--- src/rtl/string_print_engine_pkg.sv ---
// string_print_engine_pkg: shared types and constants for the string print
// engine and its byte-lane helper.
//   state_e           : engine FSM states
//   SYSCALL_PRINT_STR : syscall number that carries a string address
//   WORD_W / BYTE_W   : data memory word and character widths
package string_print_engine_pkg;

  localparam int unsigned SYSCALL_PRINT_STR = 4;
  localparam int unsigned WORD_W            = 32;
  localparam int unsigned BYTE_W            = 8;

  typedef enum logic [2:0] {
    IDLE,
    REQ,
    EMIT,
    DONE,
    REARM
  } state_e;

endpackage

--- src/rtl/string_print_engine_if.sv ---
// string_print_engine_if: memory read port plus character stream of the
// string print engine.
//   mem_req/mem_addr   : word read request and word-aligned address
//   mem_ack/mem_rdata  : read data valid strobe and data
//   char_valid/char_data/char_ready : ready/valid character stream
// Modports: master = engine side, slave = memory/console side.
interface string_print_engine_if;
  import string_print_engine_pkg::*;

  logic              mem_req;
  logic [WORD_W-1:0] mem_addr;
  logic              mem_ack;
  logic [WORD_W-1:0] mem_rdata;
  logic              char_valid;
  logic [BYTE_W-1:0] char_data;
  logic              char_ready;

  modport master (
    output mem_req, mem_addr, char_valid, char_data,
    input  mem_ack, mem_rdata, char_ready
  );

  modport slave (
    input  mem_req, mem_addr, char_valid, char_data,
    output mem_ack, mem_rdata, char_ready
  );

endinterface

--- src/rtl/string_print_engine_byte_lane_select.sv ---
// byte_lane_select: picks one byte out of a 32-bit word by byte offset.
//   word_i   : data word
//   offset_i : byte offset within the word (address bits 1:0)
//   byte_o   : selected byte
// BIG_ENDIAN = 0 puts offset 0 at bits 7:0; 1 puts offset 0 at bits 31:24.
module byte_lane_select
  import string_print_engine_pkg::*;
#(
  parameter bit BIG_ENDIAN = 1'b0
) (
  input  logic [WORD_W-1:0] word_i,
  input  logic [1:0]        offset_i,
  output logic [BYTE_W-1:0] byte_o
);

  logic [1:0] lane;

  always_comb begin
    // For a 2-bit offset, bitwise inversion equals 3 - offset.
    lane   = BIG_ENDIAN ? ~offset_i : offset_i;
    byte_o = word_i[{lane, 3'b000} +: BYTE_W];
  end

endmodule

--- src/rtl/string_print_engine.sv ---
// string_print_engine: prints a NUL-terminated string from data memory.
// A nonzero print_addr starts a walk from that byte address; each word is
// fetched once and its bytes are emitted on the char stream until a NUL or
// MAX_LEN characters. The CPU is stalled while printing.
//   clk, rst_n    : clock, synchronous active-low reset
//   print_addr    : string base address, nonzero = request
//   bus (master)  : memory read port and character stream
//   stall_cpu     : pipeline stall while busy
//   done          : one-cycle pulse at string end
//   truncated     : pulses with done when MAX_LEN was reached
// Optional build macro STRPRINT_DISPLAY_EN echoes accepted characters and
// truncation warnings to the simulator console; ports and timing unchanged.
module string_print_engine
  import string_print_engine_pkg::*;
#(
  parameter int unsigned MAX_LEN    = 1024,
  parameter bit          BIG_ENDIAN = 1'b0
) (
  input  logic                  clk,
  input  logic                  rst_n,
  input  logic [WORD_W-1:0]     print_addr,
  string_print_engine_if.master bus,
  output logic                  stall_cpu,
  output logic                  done,
  output logic                  truncated
);

  localparam int unsigned CNT_W = $clog2(MAX_LEN + 1);

  state_e            state_q,    state_d;
  logic [WORD_W-1:0] cur_addr_q, cur_addr_d;
  logic [WORD_W-1:0] word_buf_q, word_buf_d;
  logic [CNT_W-1:0]  count_q,    count_d;
  logic              trunc_q,    trunc_d;

  logic [BYTE_W-1:0] lane_byte;
  logic [WORD_W-1:0] next_addr;
  logic              mem_req;
  logic [WORD_W-1:0] mem_addr;
  logic              char_valid;
  logic [BYTE_W-1:0] char_data;

  byte_lane_select #(.BIG_ENDIAN(BIG_ENDIAN)) u_lane (
    .word_i   (word_buf_q),
    .offset_i (cur_addr_q[1:0]),
    .byte_o   (lane_byte)
  );

  always_ff @(posedge clk) begin
    if (!rst_n) begin
      state_q    <= IDLE;
      cur_addr_q <= '0;
      word_buf_q <= '0;
      count_q    <= '0;
      trunc_q    <= 1'b0;
    end else begin
      state_q    <= state_d;
      cur_addr_q <= cur_addr_d;
      word_buf_q <= word_buf_d;
      count_q    <= count_d;
      trunc_q    <= trunc_d;
    end
  end

  always_comb begin
    state_d    = state_q;
    cur_addr_d = cur_addr_q;
    word_buf_d = word_buf_q;
    count_d    = count_q;
    trunc_d    = trunc_q;
    next_addr  = cur_addr_q + 32'd1;
    mem_req    = 1'b0;
    mem_addr   = '0;
    char_valid = 1'b0;
    char_data  = '0;
    stall_cpu  = 1'b0;
    done       = 1'b0;
    truncated  = 1'b0;

    case (state_q)
      IDLE: begin
        // Stall straight from the request so the syscall cannot retire.
        if (print_addr != '0) begin
          stall_cpu  = 1'b1;
          cur_addr_d = print_addr;
          count_d    = '0;
          trunc_d    = 1'b0;
          state_d    = REQ;
        end
      end
      REQ: begin
        stall_cpu = 1'b1;
        mem_req   = 1'b1;
        mem_addr  = {cur_addr_q[WORD_W-1:2], 2'b00};
        if (bus.mem_ack) begin
          word_buf_d = bus.mem_rdata;
          state_d    = EMIT;
        end
      end
      EMIT: begin
        stall_cpu = 1'b1;
        if (lane_byte == '0) begin
          state_d = DONE;
        end else if (count_q == CNT_W'(MAX_LEN)) begin
          trunc_d = 1'b1;
          state_d = DONE;
        end else begin
          char_valid = 1'b1;
          char_data  = lane_byte;
          if (bus.char_ready) begin
            cur_addr_d = next_addr;
            count_d    = count_q + CNT_W'(1);
            // Crossing into the next word needs a fresh fetch.
            if (next_addr[1:0] == 2'b00) state_d = REQ;
          end
        end
      end
      DONE: begin
        done      = 1'b1;
        truncated = trunc_q;
        state_d   = REARM;
      end
      REARM: begin
        // The handler holds the address while the syscall is held.
        if (print_addr == '0) state_d = IDLE;
      end
      default: state_d = IDLE;
    endcase
  end

  assign bus.mem_req    = mem_req;
  assign bus.mem_addr   = mem_addr;
  assign bus.char_valid = char_valid;
  assign bus.char_data  = char_data;

`ifdef STRPRINT_DISPLAY_EN
  logic [WORD_W-1:0] base_addr_q;

  always_ff @(posedge clk) begin
    if (!rst_n) begin
      base_addr_q <= '0;
    end else begin
      if (state_q == IDLE && print_addr != '0) base_addr_q <= print_addr;
      if (char_valid && bus.char_ready) $write("%c", char_data);
      if (done && truncated)
        $display("string_print_engine: warning: string at 0x%08h truncated at %0d chars",
                 base_addr_q, MAX_LEN);
    end
  end
`else
`endif

endmodule
--- src/flat_wrapper.sv ---
// flat-port wrapper written by rule: the top's interface ports become plain ports
module string_print_engine_flat import string_print_engine_pkg::*;
#(
  parameter int unsigned MAX_LEN    = 1024,
  parameter bit          BIG_ENDIAN = 1'b0
)
  (clk, rst_n, print_addr, stall_cpu, done, truncated, bus_mem_req, bus_mem_addr, bus_char_valid, bus_char_data, bus_mem_ack, bus_mem_rdata, bus_char_ready);
  string_print_engine_if bus_i ();
  input  logic clk;
  input  logic rst_n;
  input  logic [WORD_W-1:0] print_addr;
  output logic stall_cpu;
  output logic done;
  output logic truncated;
  output wire logic [$bits(bus_i.mem_req)-1:0] bus_mem_req;
  output wire logic [$bits(bus_i.mem_addr)-1:0] bus_mem_addr;
  output wire logic [$bits(bus_i.char_valid)-1:0] bus_char_valid;
  output wire logic [$bits(bus_i.char_data)-1:0] bus_char_data;
  input wire logic [$bits(bus_i.mem_ack)-1:0] bus_mem_ack;
  input wire logic [$bits(bus_i.mem_rdata)-1:0] bus_mem_rdata;
  input wire logic [$bits(bus_i.char_ready)-1:0] bus_char_ready;
  assign bus_mem_req = bus_i.mem_req;
  assign bus_mem_addr = bus_i.mem_addr;
  assign bus_char_valid = bus_i.char_valid;
  assign bus_char_data = bus_i.char_data;
  assign bus_i.mem_ack = bus_mem_ack;
  assign bus_i.mem_rdata = bus_mem_rdata;
  assign bus_i.char_ready = bus_char_ready;
  string_print_engine #(.MAX_LEN(MAX_LEN), .BIG_ENDIAN(BIG_ENDIAN)) u_core (.clk(clk), .rst_n(rst_n), .print_addr(print_addr), .bus(bus_i), .stall_cpu(stall_cpu), .done(done), .truncated(truncated));
endmodule
--- config.mk ---
export PLATFORM = sky130hd
export DESIGN_NAME = string_print_engine_flat
export DESIGN_NICKNAME = d
export VERILOG_FILES = /design/src/rtl/string_print_engine_pkg.sv /design/src/rtl/string_print_engine_if.sv /design/src/rtl/string_print_engine_byte_lane_select.sv /design/src/rtl/string_print_engine.sv /design/src/flat_wrapper.sv
export SDC_FILE = /design/constraint.sdc
export NUM_CORES = 1
export LEC_CHECK = 0
export ABC_AREA = 1
export CAP_MARGIN = 20
export CORE_MARGIN = 2
export CORE_UTILIZATION = 55
export DETAILED_ROUTE_END_ITERATION = 12
export GPL_ROUTABILITY_DRIVEN = 0
export PLACE_DENSITY = 0.94
export SLEW_MARGIN = 5
export SYNTH_ARGS = -nofsm -noshare
export SYNTH_HDL_FRONTEND = slang
export SYNTH_SLANG_ARGS = --single-unit
--- constraint.sdc ---
create_clock -name clk -period 2.9 [get_ports clk]
set_input_delay 0.435 -clock clk [delete_from_list [all_inputs] [get_ports clk]]
set_output_delay 0.435 -clock clk [all_outputs]
set_load 0.05 [all_outputs]
==> impl_metrics.env <==
export IMPL_status="complete, no violations"
export IMPL_finalClockSkew_ns=0.0111
export IMPL_cts_root_buf="clkbuf_8"
export IMPL_synthDistinctLibCells=26
export IMPL_crit_top_cell="nand2_1"
export IMPL_worstHoldPathType="reg -> reg"
export IMPL_instances_no_fill=1115
export IMPL_synth_seq_cells=79
export IMPL_r2r_cells=14
export IMPL_drtIter0Drc=473
export IMPL_final_common_cell="nor2_1"
export IMPL_drc_errors=0
export IMPL_vias_per_cell=5.49
export IMPL_antennaDiodeCount=0
export IMPL_p_leak_nw=2.76
export IMPL_cp_required_ns=2.47
export IMPL_finalNetCount=1071
export IMPL_crit_fanout=14
export IMPL_cts_sinks=79
export IMPL_period_minus_slack_ns=2.70
export IMPL_crit_chain="buf_4 > inv_1 > nand3_1 > nand2_1 > nand2_1 > nor2_1 > nand2_1 > nand2_1 > nor2_2 > inv_1 > nor2_1 > buf_12"
export IMPL_num_io_pins=113
export IMPL_core_area_um2=9110
export IMPL_path_buf_inv=4
export IMPL_grt_setup_unrepaired="false"
export IMPL_postRouteAntennaNets=0
export IMPL_fin_ws_ns=0.200
export IMPL_mostFrequentLayoutCells="nor2_1 (265), nand2_1 (249), nand3_1 (88)"
export IMPL_clockBufferDepth=2
export IMPL_design_area_um2=6430
export IMPL_netlist_instances=905
export IMPL_worst_slew_pin_slew_ns=0.662
export IMPL_chipHeight_um=100
export IMPL_cp_top_family="simple AND/OR/NAND/NOR gates"
export IMPL_track_usage_pct=30.7
export IMPL_hold_viol=0
export IMPL_clk_pin_slew_ns=0.09
export IMPL_dp_hpwl_mm=11.0
export IMPL_fin_total_pwr_mw=5.89
export IMPL_num_vias=6120
export IMPL_drive_gt1_share_pct=8.27
export IMPL_setup_violations_final=0
export IMPL_area_delta_synth_final_pct=26.3
export IMPL_powerDensity_nw_per_um2=916
export IMPL_wire_per_inst_um=13.6
export IMPL_grt_pass1_vias=5674
export IMPL_slew_headroom_pct=55.4
export IMPL_cts_setup_buffers=0
export IMPL_drtPass1Iterations=8
export IMPL_holdBufCountCts=0
export IMPL_placed_area_um2=6260
export IMPL_slowest_stage="dfxtp_1"
export IMPL_syn_area_per_cell_um2=5.63
export IMPL_ys_warn_count=0
export IMPL_dpl_worst_slack_ns=0.423
export IMPL_chipWidth_um=100
export IMPL_finalCritPeriodShare_pct=93.1
export IMPL_path_class="reg -> out"
export IMPL_yosysSeqAreaShare_pct=31.0
export IMPL_antenna_found_initial=0
export IMPL_cts_htree_levels=3
export IMPL_cts_resized=0
export IMPL_worstSkewPairLatency_ns=0.36
export IMPL_cts_buffers=9
export IMPL_synth_area_um2=5090
export IMPL_cp_depth=12
export IMPL_crit_path_max_incr_delay_ns=0.32
export IMPL_start_kind="flip-flop"
export IMPL_cap_violations=0
export IMPL_grt_pass1_wl_mm=25.3
export IMPL_port_buffers=110
export IMPL_arrival_ns=2.26
export IMPL_hold_depth=2
export IMPL_dp_cells=1099
export IMPL_dieArea_um2=10000
export IMPL_ir_drop_mv=0.944
export IMPL_grt_max_degree=44
export IMPL_rows=35
export IMPL_cts_tree="done"
export IMPL_grt_overflow=0
export IMPL_nFillCells=766
export IMPL_clock_fmax_ghz=0.370
export IMPL_drt_total_wl_mm=15.2
export IMPL_initial_core_util_pct=55.9
export IMPL_slew_violations=0
export IMPL_end_kind="output pin"
[sequential cells by signal (all words and copies together) (netlist names)]
signal / cells
u_core.cur_addr_q: 32
u_core.word_buf_q: 32
u_core.state_q: 3
u_core.trunc_q: 1
u_core.count_q: 11
[cell usage after synthesis, drive strengths merged]
master	instances	area share, %
nor2	268	20
nand2	251	19
nand3	88	8.6
dfxtp	79	31
inv	63	4.6
o21ai	59	5.8
clkbuf	25	1.8
buf	16	2.1
a21oi	11	1.1
nand4	8	0.98
nor3	7	0.69
xor2	7	1.2
or2	5	0.61
ha	4	0.98
nor4	4	0.49
mux2i	3	0.59
nand3b	2	0.29
nor3b	2	0.29
a22oi	1	0.15
a31oi	1	0.12
conb	1	0.074
[routing by layer]
metal  vias up  track usage [%]  routed length (um)
met4         0             14.6                 551
met5         -                0                   0
met3        54             4.74                1310
met2       328             52.9                7150
met1      2716             37.5                6190
li1       3022                -                   -
[power breakdown]
part	internal (mW)	switching, mW	leakage [nW]	total (mW)
Combinational	1.09	2.21	2.03	3.30
Clock	0.316	0.437	0.0829	0.753
Sequential	1.47	0.369	0.651	1.84
[path summary, 6_finish.rpt]
kind / from / to / slack (ns)
worst max-delay path: u_core.cur_addr_q[1] / bus_char_data[0] / 0.20
worst min-delay path: u_core.word_buf_q[2] / u_core.word_buf_q[2] / 0.49
worst max register to register: u_core.cur_addr_q[1] / u_core.cur_addr_q[16] / 0.57
worst min register to register: u_core.word_buf_q[2] / u_core.word_buf_q[2] / 0.49
[tightest hold or removal path: stages, from the launching register on]
cell and delay [ns]:
dfxtp_1 0.33, nor2_1 0.05, nor2_1 0.08
[kinds of logic (layout without fill, tap and decap cells)]
kind of cell    Yosys count  in the layout  share of synthesized area, %
flops                    79             79                          31.0
buf+inv                 104            202                          8.55
other cells               1              2                        0.0736
mux                       3              3                         0.590
xor+xnor                  7              7                          1.20
simple gates            635            635                          50.4
fa+ha+maj                 4              4                         0.983
compound gates           72             72                          7.15
[through the flow]
step	utilization, %	hold slack [ns]	TNS [ns]
2_1_floorplan	-	0.435	-0.116
3_3_place_gp	68.7	0.447	0
6_report	70.6	0.487	0
3_5_place_dp	68.7	0.457	0
4_1_cts	70.6	0.486	0
5_1_grt	70.6	0.499	0
[layout make-up]
class	instances	area, um^2	area share (%)
clock buffer	10	128	1.98
clock inverter	6	46.3	0.720
inverter	63	236	3.68
multi-input combinational	723	3090	48.0
sequential	79	1580	24.6
tap	111	139	2.16
timing repair buffer	123	1220	18.9
Note: power is estimated with default switching activity, not from simulation.
==> variant 1: new RTL, same settings <==
Encoding of `state_e`: now one-hot (5 bits for 5 states).
--- a/src/rtl/string_print_engine_pkg.sv
+++ b/src/rtl/string_print_engine_pkg.sv
@@ -10,10 +10,10 @@
   localparam int unsigned BYTE_W            = 8;
 
-  typedef enum logic [2:0] {
-    IDLE,
-    REQ,
-    EMIT,
-    DONE,
-    REARM
+  typedef enum logic [4:0] {
+    IDLE  = 5'b00001,
+    REQ   = 5'b00010,
+    EMIT  = 5'b00100,
+    DONE  = 5'b01000,
+    REARM = 5'b10000
   } state_e;
 
Formal check against the unedited RTL: same outputs for any inputs over 4 cycles, from zero or initial values and one cycle with rst_n low; so few cycles prove little.
==> variant 1 against the original RTL <==
Design area is 9.4% higher. Highest routed layer unchanged. Routed wire length increased by 8.5%. Count of clock-buffer cells in the layout fell by 1. Cell count is 1.4% higher. The flow now finishes with violations (DRC). Register-to-register slack got worse by 0.13 ns. Clock skew grew 0.0036 ns. Via count up 3.0%. Synthesized area is 2.8% higher. Synthesized cell count decreased by 0.11%. Sequential cell count increased by 2. Global-route usage increased by 1.4 points. Setup slack got worse by 0.049 ns.
Power is not compared: it rests on default switching activity, and its combinational part moved more than twofold at a synthesized area within 25%.
==> variant 1: results (changes against the original RTL) <==
STA
  – Worst-margin pin slew: 0.552 ns (was 0.662 ns)
  – WHS: 0.465 ns (was 0.487 ns)
  – Clock Skew: 0.0147 ns (was 0.0111 ns)
  – Fmax achieved: 364 MHz (was 370 MHz)
  – Final hold viol count: 0 (unchanged)

Logic synthesis
  – Most frequent cells after synthesis: 292 x nand2_1, 186 x nor2_1, 115 x nand3_1, 81 x dfxtp_1, 57 x a21oi_1 (was 267 x nor2_1, 249 x nand2_1, 88 x nand3_1, 79 x dfxtp_1, 60 x inv_1)
  – Seq/Total Area, Yosys: 0.310 (about the same)
  – Post-synthesis async set-or-reset flop share: 0 (unchanged)
  – Post-synth cell types: 35 (was 26)
  – Yosys Warn Count: 0 (unchanged)
  – Top cells by area, synth: dfxtp_1 31%, nand2_1 21%, nor2_1 13%, nand3_1 11%, a21oi_1 5.4% (was dfxtp_1 31%, nor2_1 20%, nand2_1 18%, nand3_1 8.6%, o21ai_0 5.8%)
  – Mapped Cells: 904 (was 905)

Placed design
  – Placed insts: 1115 (was 1099)
  – Post-place setup slack: 0.204 ns (was 0.423 ns)
  – Placed wire-length estimate: 11.6 mm (was 11.0 mm)
  – Placed cell area: 6830 µm² (was 6260 µm²)

Drt
  – Routed Wire Length: 16.5 mm (was 15.2 mm)
  – Drt pass-1 iters: 10 (was 8)
  – Via count: 6305 (was 6120)
  – Drt wl/cell: 14.6 µm (was 13.6 µm)
  – DR iter-0 viols: 489 (was 473)
  – DRC violations left: 1 (was 0)

Layout
  – Diodes inserted: 0 (unchanged)
  – Biggest registers after layout: u_core.cur_addr_q x32, u_core.word_buf_q x32, u_core.count_q x11 (unchanged)
  – Filler cell count: 700 (was 766)
  – Share of layout cells above drive strength 1: 0.0858 (was 0.0827)
  – Layout overhead on the synthesized area: 34.4% (was 26.3%)

Global route
  – Total track usage: 0.321 (was 0.307)
  – Vias in the first global route: 5915 (was 5674)
  – Global-route wire length before repair: 26.7 mm (was 25.3 mm)
  – Largest net degree at the start of global routing: 54 (was 44)

Power
  – Peak VDD IR: 0.000460 V
  – Internal Power: 2.07 mW

Clock network
  – CTS max path bufs: 2 (unchanged)
  – Post-CTS Setup Bufs: 0 (unchanged)
  – H-tree levels: 3 (unchanged)
  – CTS Buf Count: 9 (unchanged)

Run status
  – Status: complete, but fails checks (was completed)
  – Failing checks: DRC

Setup path
  – Largest fanout on the critical path: 10 (was 14)
  – Critical Path AT: 2.31 ns (was 2.26 ns)
  – Reg2reg setup slack: 0.44 ns (was 0.57 ns)
## variant 1: logic make-up after synthesis
| logic type | Yosys count | synth area share |
|---|---|---|
| and+or+nand+nor | 617 | 0.486 |
| buffers and inverters | 102 | 0.0815 |
| DFF | 81 | 0.310 |
| AOI/OAI and AO/OA | 79 | 0.0779 |
| xor gates and xnor gates | 17 | 0.0284 |
| adders and majority gates | 4 | 0.00956 |
| muxes | 3 | 0.00574 |
| other | 1 | 0.000716 |
## variant 1: power by group through the flow
stage,Sequential [mW],Combinational [mW],Clock (mW)
after floorplan,1.35,0.783,0
after global placement,1.38,1.11,0
after detailed placement,1.39,1.14,0
after CTS,1.37,1.16,0.858
after global routing,1.39,1.29,0.914
final,1.37,1.18,0.864
## variant 1: final cells by class
| cell class | instances | share of cell area |
|---|---|---|
| Clock inverter | 7 | 0.0114 |
| Clock buffer | 9 | 0.0176 |
| Inverter | 56 | 0.0302 |
| Tap cell | 129 | 0.0229 |
| Multi-Input combinational cell | 722 | 0.454 |
| Timing Repair Buffer | 127 | 0.233 |
| Sequential cell | 81 | 0.231 |
## variant 1: path summary, 6_finish.rpt
check | from | endpoint | depth (start not counted)
worst max-delay path | u_core.cur_addr_q[1]$_SDFFE_PN0P_ | bus_char_data[3] | 9
worst min-delay path | u_core.word_buf_q[11]$_SDFFE_PN0P_ | u_core.word_buf_q[11]$_SDFFE_PN0P_ | 2
worst max register to register | u_core.cur_addr_q[1]$_SDFFE_PN0P_ | u_core.cur_addr_q[18]$_SDFFE_PN0P_ | 11
worst min register to register | u_core.word_buf_q[11]$_SDFFE_PN0P_ | u_core.word_buf_q[11]$_SDFFE_PN0P_ | 2
## variant 1: critical path, stage by stage, from the launching register on
cell	delay, ns
dfxtp_1	0.48
inv_1	0.21
nand3_1	0.16
nand2_1	0.09
nand2_1	0.08
nor2_1	0.04
nand2_1	0.19
nand3_2	0.25
nor2_1	0.27
buf_12	0.17
## variant 1: per-layer routing
| metal | track usage | routed length, µm |
|---|---|---|
| met1 | 0.387 | 6420 |
| met4 | 0.124 | 392 |
| met5 | 0 | 0 |
| met2 | 0.560 | 8150 |
| met3 | 0.0663 | 1530 |
==> variant 2: new RTL, same settings <==
Made on the original files. `MAX_LEN` is set to 1024 in 2 places; all go to 2048.
--- a/src/rtl/string_print_engine.sv
+++ b/src/rtl/string_print_engine.sv
@@ -14,5 +14,5 @@
   import string_print_engine_pkg::*;
 #(
-  parameter int unsigned MAX_LEN    = 1024,
+  parameter int unsigned MAX_LEN    = 2048,
   parameter bit          BIG_ENDIAN = 1'b0
 ) (
--- a/src/flat_wrapper.sv
+++ b/src/flat_wrapper.sv
@@ -2,5 +2,5 @@
 module string_print_engine_flat import string_print_engine_pkg::*;
 #(
-  parameter int unsigned MAX_LEN    = 1024,
+  parameter int unsigned MAX_LEN    = 2048,
   parameter bit          BIG_ENDIAN = 1'b0
 )
Function: no difference found for any inputs over 4 cycles, from zero or initial values and one cycle with rst_n low; that may be too few to reach the edited logic, so the function may still have changed.
==> variant 2 against the original RTL <==
Sequential cell count increased by 1. Synthesized area increased by 2.7%. Routed wire length is 3.2% higher. Via count grew 1.3%. Power up 5.0%. Setup slack improved by 0.030 ns. Utilization up 0.93 points. Critical path type unchanged. Design area rose by 2.8%. Cell count up 2.6%. Non-clock buffer count down 2.
==> variant 2: results (changes against the original RTL) <==
Run status
  – Status: completed (unchanged)

Placed design
  – Placed cell area: 6400 µm² (was 6260 µm²)
  – Placed wire-length estimate: 11.2 mm (was 11.0 mm)
  – Post-place setup slack: 0.0610 ns (was 0.423 ns)

Logic synthesis
  – Post-synth cell types: 33 (was 26)
  – Most frequent cells after synthesis: 270 x nor2_1, 246 x nand2_1, 90 x nand3_1, 80 x dfxtp_1, 58 x inv_1 (was 267 x nor2_1, 249 x nand2_1, 88 x nand3_1, 79 x dfxtp_1, 60 x inv_1)
  – Syn_area_per_cell: 5.68 µm² (was 5.63 µm²)

Drt
  – Drt via density: 5.42 (was 5.49)
  – DR iter-0 viols: 618 (was 473)
  – Drt pass-1 iters: 7 (was 8)
  – Drt wl/cell: 13.7 µm (was 13.6 µm)

Layout
  – Filler cell count: 748 (was 766)
  – Layout overhead on the synthesized area: 26.4% (was 26.3%)
  – Inverters: 62 (was 63)
  – Utilization after layout: 0.716 (was 0.706)
  – Non-clock buffers: 121 (was 123)
  – Biggest registers after layout: u_core.cur_addr_q x32, u_core.word_buf_q x32, u_core.count_q x12 (was u_core.cur_addr_q x32, u_core.word_buf_q x32, u_core.count_q x11)
  – Sequential cell area share: 0.242 (was 0.246)

Setup path
  – RR Endpoint: u_core.cur_addr_q[14]$_SDFFE_PN0P_ (was u_core.cur_addr_q[16]$_SDFFE_PN0P_)
  – Largest fanout on the critical path: 13 (was 14)

Power
  – Peak VDD IR: 0.000573 V (was 0.000944 V)
  – Logic pwr share: 0.569 (was 0.561)
  – Sw Ratio: 0.509 (was 0.512)

STA
  – Fmax achieved: 375 MHz (was 370 MHz)

Global route
  – Vias in the first global route: 5550 (was 5674)

Worst hold path
  – Worst Hold End: u_core.trunc_q$_SDFFE_PN0P_ (was u_core.word_buf_q[2]$_SDFFE_PN0P_)
## variant 2: cell families (layout without fill, tap and decap cells)
logic type | count (synthesis) | in the layout | synth area share
simple gates | 645 | 645 | 0.502
other cells | 1 | 2 | 0.000717
xor+xnor | 17 | 17 | 0.0285
flops | 80 | 80 | 0.306
fa+ha+maj | 4 | 4 | 0.00957
mux | 4 | 4 | 0.00765
compound gates | 64 | 64 | 0.0631
buf+inv | 106 | 199 | 0.0827
## variant 2: layer usage
layer / track usage / routed length, µm / vias to the layer above
li1: - / - / 3055
met1: 0.407 / 6460 / 2742
met2: 0.493 / 7270 / 349
met3: 0.0373 / 1380 / 56
met4: 0.150 / 575 / 0
met5: 0 / 0 / -
## variant 2: worst min-delay path: cells and delay by family (launching register included)
family	cells	cell delay (ns)
buf+inv	1	0.07
compound gates	1	0.07
flops	1	0.30
